**config.mk**
```make
export PLATFORM = sky130hd
export DESIGN_NAME = algorithm_range
export DESIGN_NICKNAME = d
export VERILOG_FILES = /design/src/rtl/algorithm_range.sv
export SDC_FILE = /design/constraint.sdc
export NUM_CORES = 1
export LEC_CHECK = 0
export ABC_AREA = 0
export CORE_UTILIZATION = 47
export CTS_CLUSTER_SIZE = 14
export DETAILED_ROUTE_END_ITERATION = 10
export PLACE_DENSITY = 0.74
export SLEW_MARGIN = 20
export SYNTH_ARGS = -nofsm -noshare
export SYNTH_HDL_FRONTEND = slang
export SYNTH_SLANG_ARGS = --single-unit
```
**constraint.sdc**
```tcl
create_clock -name clk -period 2.1 [get_ports clk]
set_clock_uncertainty 0.2 [all_clocks]
set_input_delay 0.42 -clock clk [delete_from_list [all_inputs] [get_ports clk]]
set_output_delay 0.42 -clock clk [all_outputs]
set_load 0.03 [all_outputs]
```
**src/rtl/algorithm_range.sv**
```systemverilog
// Range stream source: accepts (start, step, count) and emits start, start+step, ...
// on a valid/ready stream. Build macro ALGORITHM_RANGE_SAT_EN enables signed saturation.
module algorithm_range #(
  parameter int N = 8
) (
  input  logic         clk,
  input  logic         nrst,
  input  logic         in_valid,
  output logic         in_ready,
  output logic         out_valid,
  input  logic         out_ready,
  input  logic [N-1:0] start,
  input  logic [N-1:0] step,
  input  logic [N-1:0] count,
  output logic [N-1:0] sOut,
  output logic         sOut_valid,
  input  logic         sOut_ready
);

  typedef enum logic [1:0] {IDLE, RUN, DONE} state_t;

  state_t       state_q, state_d;
  logic [N-1:0] cur_q, cur_d;
  logic [N-1:0] step_q, step_d;
  logic [N-1:0] rem_q, rem_d;
  logic [N-1:0] sout_d;
  logic         in_ready_d, out_valid_d, sout_valid_d;
  logic         xfer_c;
  logic [N-1:0] next_val_c;

  assign xfer_c = (state_q == RUN) && sOut_valid && sOut_ready;

`ifdef ALGORITHM_RANGE_SAT_EN
  // Signed overflow only when operands share a sign and the result flips it.
  logic [N-1:0] sum_c;
  logic         ovf_c;
  assign sum_c      = cur_q + step_q;
  assign ovf_c      = (cur_q[N-1] == step_q[N-1]) && (sum_c[N-1] != cur_q[N-1]);
  assign next_val_c = !ovf_c      ? sum_c :
                      cur_q[N-1]  ? {1'b1, {(N-1){1'b0}}} :
                                    {1'b0, {(N-1){1'b1}}};
`else
  assign next_val_c = cur_q + step_q;
`endif

  // State register
  always_ff @(posedge clk or negedge nrst) begin
    if (!nrst) state_q <= IDLE;
    else       state_q <= state_d;
  end

  // Next-state logic
  always_comb begin
    state_d = state_q;
    case (state_q)
      IDLE: if (in_valid) state_d = (count == '0) ? DONE : RUN;
      RUN:  if (xfer_c && (rem_q == N'(1))) state_d = DONE;
      DONE: if (out_ready) state_d = IDLE;
      default: state_d = IDLE;
    endcase
  end

  // Next values for datapath and registered outputs
  always_comb begin
    cur_d  = cur_q;
    step_d = step_q;
    rem_d  = rem_q;
    sout_d = sOut;
    case (state_q)
      IDLE: begin
        if (in_valid) begin
          step_d = step;
          cur_d  = start;
          rem_d  = count;
          if (count != '0) sout_d = start;
        end
      end
      RUN: begin
        if (xfer_c) begin
          cur_d = next_val_c;
          rem_d = rem_q - N'(1);
          // The final element stays on sOut after the stream drains.
          if (rem_q != N'(1)) sout_d = next_val_c;
        end
      end
      default: ;
    endcase
    in_ready_d   = (state_d == IDLE);
    out_valid_d  = (state_d == DONE);
    sout_valid_d = (state_d == RUN);
  end

  always_ff @(posedge clk or negedge nrst) begin
    if (!nrst) begin
      cur_q      <= '0;
      step_q     <= '0;
      rem_q      <= '0;
      sOut       <= '0;
      in_ready   <= 1'b1;
      out_valid  <= 1'b0;
      sOut_valid <= 1'b0;
    end else begin
      cur_q      <= cur_d;
      step_q     <= step_d;
      rem_q      <= rem_d;
      sOut       <= sout_d;
      in_ready   <= in_ready_d;
      out_valid  <= out_valid_d;
      sOut_valid <= sout_valid_d;
    end
  end

endmodule

```
## Word level (Yosys, flattened, before mapping)

Index checks and enable logic that the tools add are counted.

- Bits in registers: 37
- Output and inout port bits: 11
- Word-level logic and storage cells: 47

- $add $sub $neg: 2
- Eq/ne operators: 10
- Multiplexer cells: 16
- Reduce and logical (&&, ||, !) cells: 11

Operators with widths:

| kind | number |
|---|---|
| two-way mux 8 bit | 8 |
| case mux 8 bit (2 select lines) | 3 |
| adder 8 bit | 1 |
| equality test 8 x 1 -> 1 bit, second input constant | 1 |
| zero test 8 bit | 1 |
| two-way mux 2 bit | 4 |
| != test 8 x 1 -> 1 bit, second input constant | 1 |
| nonzero test 8 bit | 1 |
| subtractor 8 x 1 -> 8 bit, second input constant | 1 |
| != test 2 bit, second input constant | 3 |
| case mux 2 bit (3 select lines) | 1 |
| AND reduction 5 bit | 1 |
| equality test 2 x 1 -> 1 bit, second input constant | 2 |
| equality test 2 bit, second input constant | 2 |
| zero test 2 bit | 2 |
| logical AND 1 bit | 3 |
| AND reduction 3 bit | 1 |
| != test 2 x 1 -> 1 bit, second input constant | 1 |
| AND reduction 2 bit | 1 |
| nonzero test 2 bit | 1 |

## Longest topological paths before layout

Gate-level depths: netlist of run 1.

- Depth in word-level cells: 7
- Gate-level depth with buffers: 9

## Worst setup path before layout of run 1

Ideal clock, no wire load.

- Path type: register to register
- Start point: reg cur_q[0]
- End point: reg cur_q[6]
- Setup time: 125 ps
- Data arrival time: 1,829 ps
- Required time: 1,775 ps
- Path slack: -54 ps
- Cell stages (with the launch flop): 10
- Buffers on the path: 0
- Clock period less this slack: 2,154 ps
- Cell sequence: dfrtp_1 -> ha_1 -> inv_1 -> fa_1 -> nor2b_1 -> o21ai_1 -> a21boi_0 -> or3_1 -> nand4_1 -> mux2_2

- Word-level cells in the longest chain between the ends: 3

Ends and longest elaborated chain:

| element | RTL line | source |
|---|---|---|
| from (decl) | 23 | `logic [N-1:0] cur_q, cur_d;` |
| from (signal assigned) | 103 | `cur_q <= cur_d;` |
| adder 8 bit | 43 | `assign next_val_c = cur_q + step_q;` |
| two-way mux 8 bit | 79 | `if (xfer_c) begin` |
| case mux 8 bit (2 select lines) | 69 | `case (state_q)` |

Every way passes these cells. The select of a mux whose other input is x is not followed.
A chain may end at the register's enable or synchronous reset.

## Worst setup path in the final report of run 1

Ends and elaborated chain as after synthesis.

==> flow_metrics.env, run 1 <==
export IMPL_status="finished with violations"
export IMPL_violations="setup timing"
export IMPL_io_pins=40
export IMPL_yosysSeqAreaShare=0.440
export IMPL_hold_buffers=0
export IMPL_grt_ovfl_total=0
export IMPL_insertion_delay_ps=300
export IMPL_setup_viol=4
export IMPL_crit_cells=9
export IMPL_use_met3=0.0493
export IMPL_wire_per_inst_um=15.1
export IMPL_grt_use_total=0.229
export IMPL_required_ps=2080
export IMPL_hold_viol=0
export IMPL_clkSinkCount=37
export IMPL_num_rows=23
export IMPL_p_leak_nw=1.25
export IMPL_layout_drive_gt1_share=0.272
export IMPL_ys_warn_count=0
export IMPL_synthArstFlopShare=1.00
export IMPL_worstReg2RegEnd="cur_q[6]$_DFFE_PN0P_"
export IMPL_wirelength_um=4970
export IMPL_synth_cells=218
export IMPL_root_buffer="clkbuf_8"
export IMPL_r2r_cells=9
export IMPL_syn_cell_area_um2=2110
export IMPL_crit_end="cur_q[6]$_DFFE_PN0P_"
export IMPL_ir_worst_vdd_mv=0.799
export IMPL_grt_max_degree=38
export IMPL_grt_pass1_wl_um=7790
export IMPL_maxCapViolations=0
export IMPL_portBuffers=39
export IMPL_critical_path_top_delay_family="adder cells"
export IMPL_grt_busiest_layer="met2"
export IMPL_powerDensity_nw_per_um2=1770
export IMPL_fin_util=0.700
export IMPL_rsz0062_at_grt="yes"
export IMPL_numCtsBuffers=5
export IMPL_syn2layout_area_growth_pct=37.7
export IMPL_fmax_ghz=0.460
export IMPL_slew_viol_final=0
export IMPL_r2r_slack_ps=-70
export IMPL_grt_pass1_vias=1694
export IMPL_gp_congestion=0.771
export IMPL_clkTransAtPathRegs_ps=70
export IMPL_crit_chain="ha_2 -> inv_2 -> fa_2 -> nor2b_4 -> o21ai_2 -> a21boi_2 -> or3_1 -> nand4_1 -> mux2_2"
export IMPL_ys_types=47
export IMPL_ys_ff_latch=37
export IMPL_antenna_found_initial=0
export IMPL_core_area_um2=4140
export IMPL_setup_tns_final_ps=-165
export IMPL_hold_class="reg2reg"
export IMPL_relSlewSlack=0.776
export IMPL_power_mw=5.13
export IMPL_cts_buffer_depth=2
export IMPL_final_min_clock_period_ps=2170
export IMPL_use_met1=0.310
export IMPL_avgSynthCellArea_um2=9.66
export IMPL_final_nets=317
export IMPL_synth_fp_nets=257
export IMPL_slowest_delay_ps=370
export IMPL_use_met2=0.363
export IMPL_first_pass_iters=4
export IMPL_drt_iter0_markers=93
export IMPL_route_vias_total=1807
export IMPL_synthFlopType="dfrtp_1"
export IMPL_tightestPinTransition_ps=332
export IMPL_crit_type="reg2reg"
export IMPL_vias_per_cell=5.49
export IMPL_synth_edf_count=0
export IMPL_cts_tree="yes"
export IMPL_ant_nets=0
export IMPL_die_x_um=68.9
export IMPL_start_util=0.508
export IMPL_path_max_fanout=2
export IMPL_startpoint="cur_q[0]$_DFFE_PN0P_"
export IMPL_arrival_ps=2150
export IMPL_htreeDepth=2
export IMPL_dieArea_um2=4750
export IMPL_die_h_um=68.9
export IMPL_drc_errors=0
export IMPL_cp_start_kind="flop"
export IMPL_fin_ws_ps=-73.0
export IMPL_crit_path_end_kind="flop"
export IMPL_timing_critical_path_buf_inv=1
export IMPL_r2r_start="cur_q[0]$_DFFE_PN0P_"
export IMPL_diodes=0
export IMPL_dp_hpwl_um=3390
export IMPL_fillers=326
export IMPL_slowest_stage="dfrtp_1"
export IMPL_fin_crit_sh=1.03
==> cell type report <==
class                           count  area (um2)  area share
Tap cell                           50        62.6      0.0216
Sequential cell                    37         927       0.320
Clock inverter                      2        10.0     0.00345
Inverter                            9        33.8      0.0117
Timing Repair Buffer               65         626       0.216
Multi-Input combinational cell    160        1170       0.403
Clock buffer                        6        72.6      0.0250
==> power by group <==
| group | total (mW) | switching (mW) | internal, mW |
|---|---|---|---|
| Clock | 0.484 | 0.254 | 0.230 |
| Sequential | 1.37 | 0.295 | 1.07 |
| Combinational | 3.28 | 1.68 | 1.60 |
| Total | 5.13 | 2.23 | 2.90 |
==> layer usage <==
layer,wire length (um),vias to the layer above
li1,-,897
met1,2270,859
met2,2420,46
met3,226,5
met4,52,0
met5,0,-
==> worst reg2reg max path: stages, from the launching register on <==
cell and delay (ps):
dfrtp_1 370, ha_2 190, inv_2 40, fa_2 360, nor2b_4 140, o21ai_2 90
a21boi_2 160, or3_1 120, nand4_1 100, mux2_2 280
==> kinds of logic (layout without fill, tap and decap cells) <==
logic type / Yosys count / after routing / share of synthesized area
xor gates and xnor gates: 5 / 5 / 0.0208
buffers and inverters: 21 / 82 / 0.0588
adders and majority gates: 10 / 10 / 0.0630
AOI/OAI and AO/OA: 65 / 65 / 0.185
DFF: 37 / 37 / 0.440
muxes: 12 / 12 / 0.0630
and+or+nand+nor: 68 / 68 / 0.169
==> Yosys cell counts, drive strengths merged (2+ instances only) <==
master    n  area (um2)
ha        9         113
nor3b     2        15.0
nand2b    3        26.3
xnor2     4        35.0
nor3      8        40.0
o2111ai   2        17.5
a22oi     3        22.5
mux2     10         113
nor2b     3        18.8
a21oi    18        90.1
nand2    27         104
dfrtp    36         901
nor2      9        41.3
inv       9        33.8
mux2i     2        20.0
a21o      2        17.5
o21ai    29         160
buf       8        55.1
o211ai    2        15.0
o22ai     3        18.8
or4       2        22.5
or3       2        12.5
nand3     6        30.0
nand4     2        18.8
clkbuf    4        35.0
==> flip-flops by register name, indices dropped and copies added, names as in the netlist <==
register,flops
sOut_valid,1
sOut,8
state_q,2
cur_q,8
out_valid,1
in_ready,1
step_q,8
rem_q,8
==> through the flow <==
| stage | std cells | hold WS, ps | cell area, um2 | worst slack [ps] |
|---|---|---|---|---|
| 2_1_floorplan | 218 | -75.6 | 2110 | 8.07 |
| 3_3_place_gp | 315 | 264 | 2640 | -274 |
| 3_5_place_dp | 315 | 267 | 2640 | -285 |
| 4_1_cts | 328 | 284 | 2780 | -67.6 |
| 5_1_grt | 329 | 296 | 2900 | -177 |
| 6_report | 329 | 276 | 2900 | -73.0 |
==> worst min-delay path by stage <==
stage | startpoint | to | slack (ps) | depth (start not counted)
final | sOut[3]$_DFFE_PN0P_ | sOut[3]$_DFFE_PN0P_ | 280 | 2
after global routing | nrst | rem_q[3]$_DFFE_PN0P_ | 300 | 2
after CTS | sOut[3]$_DFFE_PN0P_ | sOut[3]$_DFFE_PN0P_ | 280 | 2
after detailed placement | sOut[3]$_DFFE_PN0P_ | sOut[3]$_DFFE_PN0P_ | 270 | 2
after global placement | sOut[2]$_DFFE_PN0P_ | sOut[2]$_DFFE_PN0P_ | 260 | 2
after floorplan | nrst | cur_q[0]$_DFFE_PN0P_ | -80 | 0
==> cell usage in the layout, fill, tap and decap left out, types with 2 or more instances in the layout <==
cell type	count
xnor2_1	4
a22oi_1	3
or4_4	2
o21ai_2	6
dfrtp_1	36
ha_4	4
clkinv_2	2
nand2b_1	2
nand2_1	25
o22ai_1	3
clkbuf_8	5
buf_12	2
clkdlybuf4s50_1	36
nand3_1	5
inv_1	8
o21ai_0	19
o21ai_1	4
a21oi_1	16
mux2_2	9
nor2b_1	2
nand2_2	2
o211ai_1	2
nor3b_1	2
a21o_2	2
dlymetal6s2s_1	2
buf_4	22
ha_1	4
a21oi_2	2
or3_1	2
nor2_1	8
nor3_1	7
==> what timing repair did <==
item | 4_1_cts | 5_1_grt
buffers inserted | 5 | 1
setup endpoints to repair | 5 | 15
gates resized for setup | 10 | 21
pin swaps | 3 | 11
hold endpoints to repair | 0 | 0
(Power assumes the default switching activity.)
==> run 2: changes to the inputs <==
--- a/config.mk
+++ b/config.mk
@@ -6,6 +6,7 @@
 export NUM_CORES = 1
 export LEC_CHECK = 0
 export ABC_AREA = 0
+export CORE_ASPECT_RATIO = 0.75
 export CORE_UTILIZATION = 47
 export CTS_CLUSTER_SIZE = 14
 export DETAILED_ROUTE_END_ITERATION = 10
==> run 2 against run 1 <==
  * The run still ends with setup timing left
  * Global-route usage down 0.25 points
  * Utilization down 0.17 points
  * Register-to-register slack lost 20 ps
  * Power rose by 1.7%
  * First-iteration DRC count grew 38%
  * Cell count increased by 1.2%
  * Critical path type unchanged
  * Critical endpoint is now sOut[6]$_DFFE_PN0P_
  * Largest power group unchanged
==> flow_metrics.env, run 2 (same netlist as run 1, synthesis figures left out) <==
export IMPL_status="finished with violations"
export IMPL_violations="setup timing"
export IMPL_die_x_um=79.3
export IMPL_required_ps=2070
export IMPL_min_from="sOut[2]$_DFFE_PN0P_"
export IMPL_core_area_um2=4180
export IMPL_cp_start_kind="flop"
export IMPL_grt_pass1_wl_um=8070
export IMPL_dp_hpwl_um=3440
export IMPL_power_mw=5.22
export IMPL_holdWs_ps=288
export IMPL_grt_max_degree=38
export IMPL_crit_chain="ha_2 -> inv_2 -> fa_2 -> nor2b_4 -> o21ai_2 -> a21boi_2 -> buf_4 -> o21ai_1 -> nand4_1 -> mux2_4"
export IMPL_die_h_um=60.0
export IMPL_gp_congestion=0.783
export IMPL_cts_buffer_depth=2
export IMPL_slowest_delay_ps=390
export IMPL_vias_per_cell=5.38
export IMPL_layout_drive_gt1_share=0.252
export IMPL_drc_errors=0
export IMPL_fin_util=0.698
export IMPL_fillers=326
export IMPL_place_area_um2=2650
export IMPL_dieArea_um2=4760
export IMPL_final_min_clock_period_ps=2190
export IMPL_startpoint="step_q[0]$_DFFE_PN0P_"
export IMPL_critical_path_top_delay_family="adder cells"
export IMPL_syn2layout_area_growth_pct=38.5
export IMPL_diodes=0
export IMPL_hold_viol=0
export IMPL_final_area_um2=2920
export IMPL_maxCapViolations=0
export IMPL_seqCellArea_um2=927
export IMPL_grt_use_total=0.227
export IMPL_ir_worst_vdd_mv=0.890
export IMPL_fmax_ghz=0.457
export IMPL_relSlewSlack=0.685
export IMPL_num_rows=20
export IMPL_route_vias_total=1790
export IMPL_portBuffers=39
export IMPL_slowest_stage="dfrtp_1"
export IMPL_arrival_ps=2160
export IMPL_r2r_start="step_q[0]$_DFFE_PN0P_"
export IMPL_antenna_found_initial=0
export IMPL_powerDensity_nw_per_um2=1790
export IMPL_ant_nets=0
export IMPL_clkTransAtPathRegs_ps=80
export IMPL_setup_tns_final_ps=-230
export IMPL_grt_ovfl_total=0
export IMPL_clkSinkCount=37
export IMPL_grt_pass1_vias=1748
export IMPL_rsz0062_at_grt="yes"
export IMPL_p_leak_nw=1.26
export IMPL_io_pins=40
export IMPL_slew_viol_final=0
export IMPL_final_cell_mix="36 x dfrtp_1, 36 x clkdlybuf4s50_1, 26 x nand2_1"
export IMPL_insertion_delay_ps=290
export IMPL_setup_viol=4
export IMPL_crit_path_end_kind="flop"
export IMPL_fin_ws_ps=-89.3
export IMPL_hold_class="reg2reg"
export IMPL_start_util=0.504
export IMPL_cts_tree="yes"
export IMPL_htreeDepth=2
export IMPL_drt_iter0_markers=128
export IMPL_fin_crit_sh=1.04
export IMPL_first_pass_iters=4
export IMPL_tightestPinTransition_ps=473
export IMPL_crit_type="reg2reg"
export IMPL_final_nets=316
export IMPL_multi_input_area_um2=1150
export IMPL_timing_critical_path_buf_inv=2
export IMPL_numCtsBuffers=5
export IMPL_wirelength_um=4900
export IMPL_path_max_fanout=2
export IMPL_wire_per_inst_um=14.7
export IMPL_root_buffer="clkbuf_8"
==> run 2: final cells by class <==
cell class | instances | share of cell area
multi-input cells | 160 | 0.394
flip-flops and latches | 37 | 0.318
repair buffers | 64 | 0.213
clock buffers | 7 | 0.0296
well taps | 55 | 0.0236
inverters | 9 | 0.0116
clock inverters | 1 | 0.0103
==> run 2: worst paths after layout <==
path	end	slack, ps	cells past startpoint
worst max-delay path	sOut[6]$_DFFE_PN0P_	-90	10
worst min-delay path	sOut[2]$_DFFE_PN0P_	290	2
worst max register to register	sOut[6]$_DFFE_PN0P_	-90	10
worst min register to register	sOut[2]$_DFFE_PN0P_	290	2
max in group asynchronous	in_ready$_DFF_PN1_	830	3
min in group asynchronous	rem_q[1]$_DFFE_PN0P_	500	3
==> run 2: power breakdown <==
group	internal, mW	switching (mW)	leakage, nW
clock network	0.387	0.257	0.0585
registers	1.07	0.294	0.442
logic	1.58	1.63	0.764
==> run 2: worst min-delay path: cells and delay by family, from the launching register on <==
family | cells | cell delay [ps]
compound gates | 1 | 50
flops | 1 | 350
simple gates | 1 | 60
==> run 2: repair_timing <==
item	in CTS	in global routing
hold buffers	1	0
endpoints found under the setup margin	4	15
pin swaps	1	12
buffers inserted	2	1
hold endpoints to repair	36	0
gates resized for setup	8	20
==> run 2: routing by layer <==
metal	track usage	wire length [um]	up-vias	part of all wire
li1	-	-	897	-
met1	0.314	2360	856	0.48
met2	0.369	2360	33	0.48
met3	0.0458	155	4	0.032
met4	0.0545	19	0	0.0039
met5	0	0	-	0
==> run 2: through the flow <==
step                worst slack [ps]  cells
floorplan                       8.07    218
global placement                -280    321
detailed placement              -321    321
CTS                            -44.3    332
global route                    -151    333
finish                         -89.3    333
